===== config.mk =====
export PLATFORM = sky130hd
export DESIGN_NAME = alu_result_stage_flat
export DESIGN_NICKNAME = d
export VERILOG_FILES = /design/src/rtl/idp_pkg.sv /design/src/rtl/alu_result_stage_if.sv /design/src/rtl/wb_skid_fifo.sv /design/src/rtl/alu_result_stage.sv /design/src/flat_wrapper.sv
export SDC_FILE = /design/constraint.sdc
export NUM_CORES = 1
export LEC_CHECK = 0
export CAP_MARGIN = 0
export CORE_ASPECT_RATIO = 0.7
export CORE_MARGIN = 5
export CORE_UTILIZATION = 55
export CTS_BUF_LIST = sky130_fd_sc_hd__clkbuf_4
export CTS_CLUSTER_DIAMETER = 40
export DETAILED_ROUTE_END_ITERATION = 10
export HOLD_SLACK_MARGIN = 0.15
export MAX_ROUTING_LAYER = met4
export PLACE_DENSITY = 0.85
export SYNTH_ARGS = -nofsm -noshare
export SYNTH_HDL_FRONTEND = slang
export SYNTH_SLANG_ARGS = --single-unit
export TNS_END_PERCENT = 100

===== constraint.sdc =====
create_clock -name clk -period 4.71 [get_ports clk]
set_input_delay 1.413 -clock clk [delete_from_list [all_inputs] [get_ports clk]]
set_output_delay 1.413 -clock clk [all_outputs]
set_load 0.005 [all_outputs]

===== src/rtl/idp_pkg.sv =====
// Shared definitions for the integer datapath write-back stage.
//   - ALU opcode constants that the result stage decodes
//   - status register bit positions {C,N,Z,O}
//   - wb_beat_t: one register-file write beat {addr, data}
//   - helpers that classify an opcode's side effects
package idp_pkg;

    localparam int DW         = 64;
    localparam int AW         = 5;
    localparam int SKID_DEPTH = 2;

    localparam logic [4:0] OP_MUL_LO  = 5'h02;
    localparam logic [4:0] OP_MUL_HI  = 5'h03;
    localparam logic [4:0] OP_DIV_Q   = 5'h04;
    localparam logic [4:0] OP_DIV_R   = 5'h05;
    localparam logic [4:0] OP_CMP     = 5'h11;
    localparam logic [4:0] OP_TST     = 5'h12;
    localparam logic [4:0] OP_LDFLAGS = 5'h17;

    localparam int ST_C = 3;
    localparam int ST_N = 2;
    localparam int ST_Z = 1;
    localparam int ST_O = 0;

    typedef struct packed {
        logic [AW-1:0] addr;
        logic [DW-1:0] data;
    } wb_beat_t;

    typedef enum logic [1:0] {
        HL_NONE = 2'd0,
        HL_LO   = 2'd1,
        HL_HI   = 2'd2
    } hilo_sel_e;

    function automatic hilo_sel_e decode_hilo(input logic [4:0] op);
        hilo_sel_e sel;
        sel = HL_NONE;
        if (op == OP_MUL_LO || op == OP_DIV_Q) begin
            sel = HL_LO;
        end else if (op == OP_MUL_HI || op == OP_DIV_R) begin
            sel = HL_HI;
        end
        return sel;
    endfunction

    // Load-flags only rewrites the status register; nothing goes to the register file.
    function automatic logic op_queues_beat(input logic [4:0] op);
        return (op != OP_LDFLAGS);
    endfunction

endpackage


===== src/rtl/alu_result_stage_if.sv =====
// Bundle between the ALU / register file and alu_result_stage.
//   upstream   : in_valid, in_ready, alu_op, alu_y, alu_flags, wb_addr_i, flush, clr_ovf
//   downstream : out_valid, out_ready, wb_addr, wb_data
//   state      : status {C,N,Z,O}, hi, lo
// slave modport is the stage itself; master is its environment.
interface alu_result_stage_if #(
    parameter int DW = 64,
    parameter int AW = 5
);
    logic          in_valid;
    logic          in_ready;
    logic [4:0]    alu_op;
    logic [DW-1:0] alu_y;
    logic [3:0]    alu_flags;
    logic [AW-1:0] wb_addr_i;
    logic          flush;
    logic          clr_ovf;
    logic          out_valid;
    logic          out_ready;
    logic [AW-1:0] wb_addr;
    logic [DW-1:0] wb_data;
    logic [3:0]    status;
    logic [DW-1:0] hi;
    logic [DW-1:0] lo;

    modport slave (
        input  in_valid, alu_op, alu_y, alu_flags, wb_addr_i, flush, clr_ovf, out_ready,
        output in_ready, out_valid, wb_addr, wb_data, status, hi, lo
    );

    modport master (
        output in_valid, alu_op, alu_y, alu_flags, wb_addr_i, flush, clr_ovf, out_ready,
        input  in_ready, out_valid, wb_addr, wb_data, status, hi, lo
    );
endinterface


===== src/rtl/wb_skid_fifo.sv =====
// Two-entry valid/ready FIFO of write-back beats with synchronous flush.
//   clk, reset_n   clock, async active-low reset
//   flush_i        empties the FIFO on the next edge; a same-cycle push survives
//   push_i/din_i   write request (only honoured while in_ready_o)
//   in_ready_o     registered "not full"; a pop does not raise it in the same cycle
//   out_valid_o    head entry present
//   out_ready_i    consumer takes the head
//   dout_o         head entry
module wb_skid_fifo
    import idp_pkg::*;
(
    input  logic     clk,
    input  logic     reset_n,
    input  logic     flush_i,
    input  logic     push_i,
    input  wb_beat_t din_i,
    output logic     in_ready_o,
    output logic     out_valid_o,
    input  logic     out_ready_i,
    output wb_beat_t dout_o
);

    logic [1:0] count_q, count_d;
    logic       wr_ptr_q, wr_ptr_d;
    logic       rd_ptr_q, rd_ptr_d;
    wb_beat_t   mem_q [SKID_DEPTH];
    logic       do_push;
    logic       do_pop;
    logic       wr_sel;

    assign in_ready_o  = (count_q != 2'(SKID_DEPTH));
    assign out_valid_o = (count_q != 2'd0);
    assign do_push     = push_i & in_ready_o;
    assign do_pop      = out_valid_o & out_ready_i;
    assign dout_o      = mem_q[rd_ptr_q];
    // During a flush the surviving beat lands in slot 0 so it becomes the new head.
    assign wr_sel      = flush_i ? 1'b0 : wr_ptr_q;

    always_comb begin
        count_d  = count_q;
        wr_ptr_d = wr_ptr_q;
        rd_ptr_d = rd_ptr_q;
        if (flush_i) begin
            count_d  = do_push ? 2'd1 : 2'd0;
            wr_ptr_d = do_push;
            rd_ptr_d = 1'b0;
        end else begin
            if (do_push) wr_ptr_d = ~wr_ptr_q;
            if (do_pop)  rd_ptr_d = ~rd_ptr_q;
            case ({do_push, do_pop})
                2'b10:   count_d = count_q + 2'd1;
                2'b01:   count_d = count_q - 2'd1;
                default: count_d = count_q;
            endcase
        end
    end

    always_ff @(posedge clk or negedge reset_n) begin
        if (!reset_n) begin
            count_q  <= 2'd0;
            wr_ptr_q <= 1'b0;
            rd_ptr_q <= 1'b0;
            for (int i = 0; i < SKID_DEPTH; i++) begin
                mem_q[i] <= '0;
            end
        end else begin
            count_q  <= count_d;
            wr_ptr_q <= wr_ptr_d;
            rd_ptr_q <= rd_ptr_d;
            if (do_push) begin
                mem_q[wr_sel] <= din_i;
            end
        end
    end

endmodule


===== src/rtl/alu_result_stage.sv =====
// Registered write-back stage behind the 64-bit integer ALU.
// Decodes each accepted ALU beat: updates the {C,N,Z,O} status register,
// the HI/LO scratch registers for MUL/DIV, and queues register-file write
// beats in a 2-entry skid FIFO (wb_skid_fifo).
//   clk, reset_n   clock, async active-low reset
//   bus (slave)    alu_result_stage_if: ALU beat in, write beat out, status/hi/lo
// Build option STATUS_STICKY_EN: status O bit is sticky, cleared only by clr_ovf
// (a same-cycle set wins). Without it, O is overwritten and clr_ovf is ignored.
module alu_result_stage
    import idp_pkg::*;
(
    input  logic            clk,
    input  logic            reset_n,
    alu_result_stage_if.slave bus
);

    logic          accept;
    logic          push;
    hilo_sel_e     hilo_sel;
    logic [3:0]    new_flags;
    logic [3:0]    status_q, status_d;
    logic [DW-1:0] hi_q, hi_d;
    logic [DW-1:0] lo_q, lo_d;
    wb_beat_t      beat_in;
    wb_beat_t      beat_out;
    logic          fifo_in_ready;

    assign accept    = bus.in_valid & fifo_in_ready;
    assign push      = accept & op_queues_beat(bus.alu_op);
    assign hilo_sel  = decode_hilo(bus.alu_op);
    assign new_flags = (bus.alu_op == OP_LDFLAGS) ? bus.alu_y[3:0] : bus.alu_flags;

    always_comb begin
        status_d = status_q;
        hi_d     = hi_q;
        lo_d     = lo_q;
        if (accept) begin
            status_d = new_flags;
            if (hilo_sel == HL_LO) lo_d = bus.alu_y;
            if (hilo_sel == HL_HI) hi_d = bus.alu_y;
        end
`ifdef STATUS_STICKY_EN
        status_d[ST_O] = (accept & new_flags[ST_O]) | (status_q[ST_O] & ~bus.clr_ovf);
`endif
    end

`ifndef STATUS_STICKY_EN
    logic unused_clr_ovf;
    assign unused_clr_ovf = bus.clr_ovf;
`endif

    always_ff @(posedge clk or negedge reset_n) begin
        if (!reset_n) begin
            status_q <= 4'b0;
            hi_q     <= '0;
            lo_q     <= '0;
        end else begin
            status_q <= status_d;
            hi_q     <= hi_d;
            lo_q     <= lo_d;
        end
    end

    assign beat_in.addr = bus.wb_addr_i;
    assign beat_in.data = bus.alu_y;

    wb_skid_fifo u_fifo (
        .clk         (clk),
        .reset_n     (reset_n),
        .flush_i     (bus.flush),
        .push_i      (push),
        .din_i       (beat_in),
        .in_ready_o  (fifo_in_ready),
        .out_valid_o (bus.out_valid),
        .out_ready_i (bus.out_ready),
        .dout_o      (beat_out)
    );

    assign bus.in_ready = fifo_in_ready;
    assign bus.wb_addr  = beat_out.addr;
    assign bus.wb_data  = beat_out.data;
    assign bus.status   = status_q;
    assign bus.hi       = hi_q;
    assign bus.lo       = lo_q;

endmodule


===== src/flat_wrapper.sv =====
// flat-port wrapper written by rule: the top's interface ports become plain ports
module alu_result_stage_flat import idp_pkg::*;
  (clk, reset_n, bus_in_valid, bus_alu_op, bus_alu_y, bus_alu_flags, bus_wb_addr_i, bus_flush, bus_clr_ovf, bus_out_ready, bus_in_ready, bus_out_valid, bus_wb_addr, bus_wb_data, bus_status, bus_hi, bus_lo);
  alu_result_stage_if #(.DW(64), .AW(5)) bus_i ();
  input  logic clk;
  input  logic reset_n;
  input wire logic [$bits(bus_i.in_valid)-1:0] bus_in_valid;
  input wire logic [$bits(bus_i.alu_op)-1:0] bus_alu_op;
  input wire logic [$bits(bus_i.alu_y)-1:0] bus_alu_y;
  input wire logic [$bits(bus_i.alu_flags)-1:0] bus_alu_flags;
  input wire logic [$bits(bus_i.wb_addr_i)-1:0] bus_wb_addr_i;
  input wire logic [$bits(bus_i.flush)-1:0] bus_flush;
  input wire logic [$bits(bus_i.clr_ovf)-1:0] bus_clr_ovf;
  input wire logic [$bits(bus_i.out_ready)-1:0] bus_out_ready;
  output wire logic [$bits(bus_i.in_ready)-1:0] bus_in_ready;
  output wire logic [$bits(bus_i.out_valid)-1:0] bus_out_valid;
  output wire logic [$bits(bus_i.wb_addr)-1:0] bus_wb_addr;
  output wire logic [$bits(bus_i.wb_data)-1:0] bus_wb_data;
  output wire logic [$bits(bus_i.status)-1:0] bus_status;
  output wire logic [$bits(bus_i.hi)-1:0] bus_hi;
  output wire logic [$bits(bus_i.lo)-1:0] bus_lo;
  assign bus_i.in_valid = bus_in_valid;
  assign bus_i.alu_op = bus_alu_op;
  assign bus_i.alu_y = bus_alu_y;
  assign bus_i.alu_flags = bus_alu_flags;
  assign bus_i.wb_addr_i = bus_wb_addr_i;
  assign bus_i.flush = bus_flush;
  assign bus_i.clr_ovf = bus_clr_ovf;
  assign bus_i.out_ready = bus_out_ready;
  assign bus_in_ready = bus_i.in_ready;
  assign bus_out_valid = bus_i.out_valid;
  assign bus_wb_addr = bus_i.wb_addr;
  assign bus_wb_data = bus_i.wb_data;
  assign bus_status = bus_i.status;
  assign bus_hi = bus_i.hi;
  assign bus_lo = bus_i.lo;
  alu_result_stage u_core (.clk(clk), .reset_n(reset_n), .bus(bus_i));
endmodule

==> impl_metrics.yaml <==
run_status:
  outcome: "finished clean"
route:
  vias_per_cell: 5.21
  drtAntennaViolNets: 0
  vias: 6925
  top_layer_used: "met4"
  avgRoutedWirePerCell_um: 19.6
  wl_met2_um: 12000
  routed_wl_um: 26000
  wl_met1_um: 11400
  first_pass_iters: 4
  drtIter0Drc: 312
  drc: 0
  wl_met3_um: 1970
logic_synthesis:
  synth_top_area_share_pct: 61.5
  synth-main-ff-cell: "dfrtp_1"
  yosysSeqAreaShare_pct: 61.5
  synth.most_common_cell: "mux2_2"
  synth_cells: 688
  synth_edf_count: 0
  avgSynthCellArea_sq_um: 16.2
  netlist-cell-type-count: 27
  yosysTopAreaCell: "dfrtp_1"
  ys_async_sr_fraction_pct: 100
  synth_warnings: 0
  synth.cells.most_frequent: "316 x mux2_2, 274 x dfrtp_1, 20 x mux2_1"
  synth_area_sq_um: 11100
  synth-seq-cells: 274
  synthesis.nets: 772
  netlist_top_cells_area: "dfrtp_1 62%, mux2_2 32%, mux2_1 2.0%"
cts:
  postCtsHoldBufs: 0
  clkTransAtPathRegs_ns: 0.06
  cts_buffer_depth: 3
  cts_root_buffer: "clkbuf_4"
  cts_tree: "built"
  clock_latency_ns: 0.63
  post-cts-setup-buffer-count: 0
  cts_sinks: 274
  cts_buffers: 67
  htreeDepth: 3
  ctsResizeCount: 0
sta:
  finalCritPeriodShare_pct: 84.2
  finalHoldViolCount: 0
  slew_violations: 0
  max_freq_ghz: 0.252
  period_needed_ns: 3.97
  worst_hold_slack_ns: 0.487
  fin_skew_ns: 0.0311
  setup_viol: 0
  relSlewSlack_pct: 55.7
  worst_slack_ns: 0.744
  setup-tns-final_ns: 0
  worst_pin_slew_ns: 0.664
  rsz0062_at_grt: "no"
critical_path:
  critPathArrivalTime_ns: 2.55
  r2r_slack_ns: 2.35
  path_buf_inv: 2
  end_kind: "output port"
  worstPathCellList: "buf_12, mux2_2, clkdlybuf4s50_1"
  crit_fanout: 36
  cp_top_family: "buffers and inverters"
  critical_path_class: "register to output port"
  worstPathRequired_ns: 3.30
  slowest_stage: "dfrtp_4"
  startpoint_type: "register"
  max_stage_delay_ns: 0.77
pwr:
  powerDensity_nw_per_um2: 492
  total_power_mw: 7.43
  ir_worst_vdd_uv: 346
  p_leak_nw: 6.48
floorplanning:
  die_w_um: 180
  num_rows: 43
  top_level_ports: 287
  die_height_um: 129
  core_sq_um: 19900
  initial_core_util_pct: 56.1
  die_area_sq_um: 23300
grt:
  grt_pass1_vias: 7767
  antenna_found_initial: 0
  grt_start_max_net_pins: 124
  overflow: 0
  grt_usage_pct: 23.5
  grt_pass1_wl_um: 42300
place:
  place_area_sq_um: 14300
  dp_hpwl_um: 18000
  gp_congestion: 0.758
  place_inst: 1217
  port_buffers: 285
  pre_cts_ws_ns: 0.751
layout:
  post-route-util_pct: 76.1
  nets: 1100
  layout.area.seq_sq_um: 6860
  antennaDiodeCount: 0
  postLayoutCellArea_sq_um: 15100
  multi_input_area_sq_um: 4060
  area_growth_pct: 35.5
  drive_gt1_share_pct: 41.5
  fin_cells: 1328
  fill_cells: 1258
flow_run:
  drv_cap: 0
worst_hold_path:
  hold_path_class: "register to register"
==> worst reg2reg max path, stage by stage, from the launching register on <==
cell	delay [ns]
dfrtp_1	0.42
nand2b_2	0.23
nand2_1	0.33
or3_4	0.54
buf_12	0.31
mux2_2	0.40
==> placed cells by master, fill, tap and decap left out, types with 2 or more instances in the layout <==
cell type        instances
nor2_1                   5
clkinv_1                 6
mux2_2                 316
mux2_1                  20
inv_2                    3
buf_12                   5
dfrtp_1                273
nand2_1                  8
bufinv_16                2
buf_4                    5
nand2b_1                 2
clkdlybuf4s50_1        284
mux2i_1                  4
nand3b_1                 2
xor2_1                   2
o21ai_0                  7
clkbuf_4                99
==> per-layer routing <==
layer	track usage (%)	up-vias
li1	-	3154
met5	-	-
met4	6.89	0
met2	35.6	225
met1	30.2	3499
met3	8.56	47
==> sequential cells by signal (all words and copies together) (netlist names) <==
register                count
u_core.bus.lo              64
u_core.u_fifo.mem_q       138
u_core.u_fifo.count_q       2
u_core.u_fifo.rd_ptr_q      1
u_core.bus.hi              64
u_core.u_fifo.wr_ptr_q      1
u_core.bus.status           4
==> path summary, 6_finish.rpt <==
| check | end | cells after the start | startpoint |
|---|---|---|---|
| worst max-delay path | bus_wb_data[50] | 3 | u_core.u_fifo.rd_ptr_q |
| worst min-delay path | u_core.u_fifo.mem_q[66] | 1 | u_core.u_fifo.mem_q[66] |
| worst max register to register | u_core.u_fifo.mem_q[118] | 5 | u_core.u_fifo.count_q[0] |
| worst min register to register | u_core.u_fifo.mem_q[66] | 1 | u_core.u_fifo.mem_q[66] |
| max in group asynchronous | u_core.bus.lo[6] | 2 | reset_n |
| min in group asynchronous | u_core.u_fifo.mem_q[40] | 1 | reset_n |
==> logic make-up after synthesis <==
logic type             after synthesis  synth area share [%]
buffers and inverters               36                  2.12
multiplexers                       340                  34.3
AND/OR/NAND/NOR                     26                  1.36
AO/OA/AOI/OAI                       10                 0.516
flip-flops                         274                  61.5
XOR/XNOR                             2                 0.157
==> layout make-up <==
cell class | instances | share of cell area [%]
Clock buffer | 99 | 4.92
Timing Repair Buffer | 295 | 19.8
Sequential cell | 274 | 45.4
Tap cell | 270 | 2.24
Multi-Input combinational cell | 378 | 26.9
Clock inverter | 12 | 0.655
==> power breakdown <==
part | internal [mW] | leakage, nW | switching (mW)
Sequential | 2.97 | 3.30 | 0.325
Combinational | 1.49 | 2.67 | 0.694
Clock | 1.07 | 0.510 | 0.881
Total | 5.53 | 6.48 | 1.90
Power figures use the tool's default switching activity.
